--- src/rtl/pwm_dac_subsystem.sv ---
// Millivolt setpoint to PWM duty converter for an RC-filtered DAC pin.
// Three-stage scale pipeline feeds a double-buffered duty register swapped at period end.
module pwm_dac_subsystem #(
    parameter int PWM_BITS = 10,
    parameter int SCALE_K  = 20337
) (
    input  logic                clk,
    input  logic                reset,
    input  logic                enable,
    input  logic                load_valid,
    input  logic [15:0]         setpoint_mv,
    output logic                load_ready,
    output logic                pwm_out,
    output logic [PWM_BITS:0]   duty_active,
    output logic                period_tick,
    output logic                sat_flag
);

    localparam logic [15:0]         SAT_MV   = 16'd3300;
    localparam logic [31:0]         K32      = 32'(SCALE_K);
    localparam logic [PWM_BITS:0]   DUTY_MAX = {1'b1, {PWM_BITS{1'b0}}};
    localparam logic [31:0]         PROD_MAX = 32'(DUTY_MAX) << 16;
    localparam logic [PWM_BITS-1:0] CNT_LAST = '1;
    localparam logic [PWM_BITS-1:0] CNT_ONE  = PWM_BITS'(1);

    logic [2:0]          vld_pipe;
    logic [15:0]         sat;
    logic [31:0]         prod;
    logic [PWM_BITS:0]   pending_duty;
    logic [PWM_BITS:0]   duty_next;
    logic [PWM_BITS-1:0] cnt;
    logic                accept;

    // The busy window spans the pipeline, so at most one load is ever in flight.
    assign load_ready  = ~|vld_pipe;
    assign accept      = load_valid && load_ready;
    assign period_tick = enable && (cnt == CNT_LAST);
    assign duty_next   = (prod >= PROD_MAX) ? DUTY_MAX : prod[16 +: PWM_BITS+1];

    always_ff @(posedge clk) begin
        if (reset) begin
            vld_pipe     <= '0;
            sat          <= '0;
            prod         <= '0;
            pending_duty <= '0;
            duty_active  <= '0;
            sat_flag     <= 1'b0;
            cnt          <= '0;
            pwm_out      <= 1'b0;
        end else begin
            vld_pipe <= {vld_pipe[1:0], accept};
            if (accept) begin
                sat      <= (setpoint_mv > SAT_MV) ? SAT_MV : setpoint_mv;
                sat_flag <= (setpoint_mv > SAT_MV);
            end
            if (vld_pipe[0])
                prod <= 32'(sat) * K32;
            if (vld_pipe[1])
                pending_duty <= duty_next;
            // A same-edge pending write is not seen here; it lands one period later.
            if (period_tick)
                duty_active <= pending_duty;
            cnt     <= enable ? cnt + CNT_ONE : '0;
            pwm_out <= enable && ({1'b0, cnt} < duty_active);
        end
    end

endmodule

--- config.mk ---
export PLATFORM = sky130hd
export DESIGN_NAME = pwm_dac_subsystem
export DESIGN_NICKNAME = d
export VERILOG_FILES = /design/src/rtl/pwm_dac_subsystem.sv
export SDC_FILE = /design/constraint.sdc
export NUM_CORES = 1
export LEC_CHECK = 0
export BUFFER_PORTS_ARGS = -buffer_cell sky130_fd_sc_hd__buf_2
export CAP_MARGIN = 20
export CELL_PAD_IN_SITES_DETAIL_PLACEMENT = 1
export CELL_PAD_IN_SITES_GLOBAL_PLACEMENT = 1
export CORE_MARGIN = 4
export CORE_UTILIZATION = 30
export CTS_CLUSTER_SIZE = 24
export DETAILED_ROUTE_END_ITERATION = 12
export PLACE_DENSITY = 0.58
export SETUP_SLACK_MARGIN = 0.4
export SLEW_MARGIN = 20
export SYNTH_ARGS = -nofsm -noshare
export SYNTH_HDL_FRONTEND = slang
export SYNTH_SLANG_ARGS = --single-unit
--- constraint.sdc ---
create_clock -name clk -period 5.1 [get_ports clk]
set_input_delay 0.51 -clock clk [delete_from_list [all_inputs] [get_ports clk]]
set_output_delay 0.51 -clock clk [all_outputs]
set_load 0.02 [all_outputs]
==> metrics.yaml <==
dieArea_sq_um: 27100
fin_skew_ns: 0.00805
stdcell_area_sq_um: 9170
min_path_cells: 3
seq_area_frac_synth: 0.185
finalNetCount: 1099
period_minus_slack_ns: 4.68
fp.dieW_um: 165
rsz0062_at_grt: "true"
total_leakage_power_nw: 4.42
synth_flop_cell: "dfxtp_1"
hold_buffers: 0
slew_headroom: 0.476
drv_slew: 0
setup_violations: 0
peakVddDrop_mv: 0.194
fin_ws_ns: 0.425
dpl-instance-area_sq_um: 8100
core_sq_um: 24200
overflow: 0
clock.fmax_mhz: 214
grt_usage: 0.144
tightest_slew_ns: 0.783
cp-end-kind: "flop"
cp.required_ns: 5.32
routed-via-count: 5462
critical_path_class: "flop to flop"
synth_top_area_frac: 0.250
syn_inst: 786
finalPower_mw: 2.63
wire_per_inst_um: 15.7
p_per_area_nw_per_um2: 287
yosys_warnings: 0
path_common_cell: "fa_1"
crit_chain: "buf_12, ha_4, inv_2, fa_1, inv_2, fa_1, inv_2, fa_1, inv_1, fa_1, ha_4, ha_4, a21oi_4, nand2_2, o211ai_1, o211ai_1, buf_4, a21oi_2, xor2_1, o21ai_1"
yosysMostFrequentCell: "inv_1"
synth_largest_area_cell: "fa_1"
critical_path_arrival_ns: 4.90
preCtsSetupSlack_ns: 0.0414
drive_above_1_share: 0.231
crit_fanout: 5
clk_latency_ns: 0.35
hold_slack_ns: 0.416
synth_common_cells: "inv_1, ha_1, fa_1"
antenna_found_initial: 0
synthToLayoutAreaGrowth_pct: 24.5
avgSynthCellArea_sq_um: 9.37
die_h_um: 165
cap_violations: 0
crit_start: "sat[7]$_SDFFE_PP0P_"
cts_tree: "done"
start_util: 0.304
ys_ff_latch: 68
grt_pass1_wl_mm: 31.1
synth_nets: 1032
drt_iter0_markers: 211
synth.area.top_cells: "fa_1, ha_1, dfxtp_1"
dp_hpwl_mm: 14.5
r2r_setup_slack_ns: 0.42
slowest_stage: "fa_1"
final-hold-violation-count: 0
grt_max_degree: 35
status: "finished clean"
drtAntennaViolNets: 0
r2r_end: "prod[29]$_SDFFE_PP0P_"
num_rows: 57
worst-r2r-cell-count: 20
place.port_buffers: 34
fin_crit_sh: 0.917
clk_pin_slew_ns: 0.06
wl_mm: 18.5
io_pins: 35
r2r_start: "sat[7]$_SDFFE_PP0P_"
vias_per_cell: 4.62
cp_num_buf_inv: 6
clock-root-buffer: "clkbuf_16"
worstHoldPathType: "input port to flop"
drt_pass1_iterations: 4
numCtsBuffers: 9
htree_levels: 3
min_from: "setpoint_mv[1]"
synth_cell_type_count: 59
synth_edf_count: 0
clk_path_buf_depth: 2
critPathLaunchType: "flop"
netlist_area_sq_um: 7360
clock_sinks: 68
crit_path_max_incr_delay_ns: 0.52
cp_top_family: "adder cells"
drc: 0
diodes: 0
synthArstFlopShare: 0
grt_pass1_vias: 6093
gp_congestion: 0.798
finalSetupTns_ns: 0
whs_endpoint: "sat[1]$_SDFFE_PP0P_"
==> per-layer routing <==
| metal | vias up | GRT usage | share of wire |
|---|---|---|---|
| met5 | - | 0 | 0 |
| met4 | 0 | 0.0287 | 0.0098 |
| met2 | 26 | 0.257 | 0.51 |
| li1 | 2694 | - | - |
| met1 | 2731 | 0.188 | 0.46 |
| met3 | 11 | 0.0192 | 0.015 |
==> cell families after synthesis <==
group | Yosys count | synth area share
buf+inv | 188 | 0.0980
xor+xnor | 19 | 0.0226
fa+ha+maj | 226 | 0.478
simple gates | 167 | 0.109
mux | 3 | 0.00408
flops | 68 | 0.185
compound gates | 115 | 0.103
==> report_power, final <==
group | internal (mW) | switching (mW)
combinational | 0.650 | 0.708
clock | 0.441 | 0.257
sequential | 0.551 | 0.0204
total | 1.64 | 0.985
==> worst max path at each step <==
stage	endpoint	cells past startpoint	slack, ns
floorplan	prod[29]$_SDFFE_PP0P_	16	0.39
global placement	prod[23]$_SDFFE_PP0P_	16	0.07
detailed placement	prod[29]$_SDFFE_PP0P_	16	0.04
CTS	prod[29]$_SDFFE_PP0P_	18	0.39
global route	prod[29]$_SDFFE_PP0P_	20	0.22
finish	prod[29]$_SDFFE_PP0P_	20	0.42
==> worst reg2reg max path: stages (launching register included) <==
cell and delay (ns):
dfxtp_4 0.36, buf_12 0.14, ha_4 0.25, inv_2 0.03, fa_1 0.51, inv_2 0.04
fa_1 0.51, inv_2 0.04, fa_1 0.47, inv_1 0.05, fa_1 0.52, ha_4 0.21
ha_4 0.26, a21oi_4 0.17, nand2_2 0.09, o211ai_1 0.23, o211ai_1 0.12, buf_4 0.18
a21oi_2 0.14, xor2_1 0.15, o21ai_1 0.07
==> layout by cell type (no fill, tap or decap), types with 4 or more instances in the layout <==
master / instances
inv_1: 148
ha_1: 107
fa_1: 85
dfxtp_1: 53
nor2_1: 48
nand2_1: 45
buf_4: 40
buf_2: 34
a21oi_1: 28
ha_4: 26
nor3_1: 13
nor2b_1: 13
inv_2: 12
a21oi_2: 11
dfxtp_4: 11
nand3_1: 10
clkbuf_16: 10
xor2_1: 9
o21ai_0: 8
xnor2_1: 8
a21o_1: 8
nand2b_1: 7
o21ai_1: 7
fa_2: 7
nand4_1: 6
a211oi_1: 6
a22oi_1: 6
a21oi_4: 6
and3_1: 5
a31oi_1: 5
buf_6: 5
dfxtp_2: 4
==> flip-flops by register name (all words and copies together) (netlist names) <==
signal,flops
vld_pipe,3
duty_active,11
prod,15
pwm_out,1
pending_duty,11
cnt,10
sat_flag,1
sat,16
==> cell type report <==
class / instances / area, sq um
fill: 2776 / 15100
multi-input combinational: 530 / 5810
sequential: 68 / 1410
inverter: 161 / 608
timing repair buffer: 83 / 607
tap: 324 / 405
clock buffer: 10 / 239
clock inverter: 5 / 85.1
==> what timing repair did <==
action | 4_1_cts | 5_1_grt
gates cloned | 0 | 1
resized for setup | 55 | 66
hold endpoints to repair | 0 | 0
setup endpoints to repair | 15 | 15
pin swaps | 32 | 35
setup buffers | 3 | 12
==> stage by stage <==
stage                util  cells
floorplan               -    786
global placement    0.334   1150
detailed placement  0.334   1150
CTS                 0.362   1168
global route        0.378   1181
finish              0.378   1181
No activity file was read; power rests on OpenSTA's default activity.
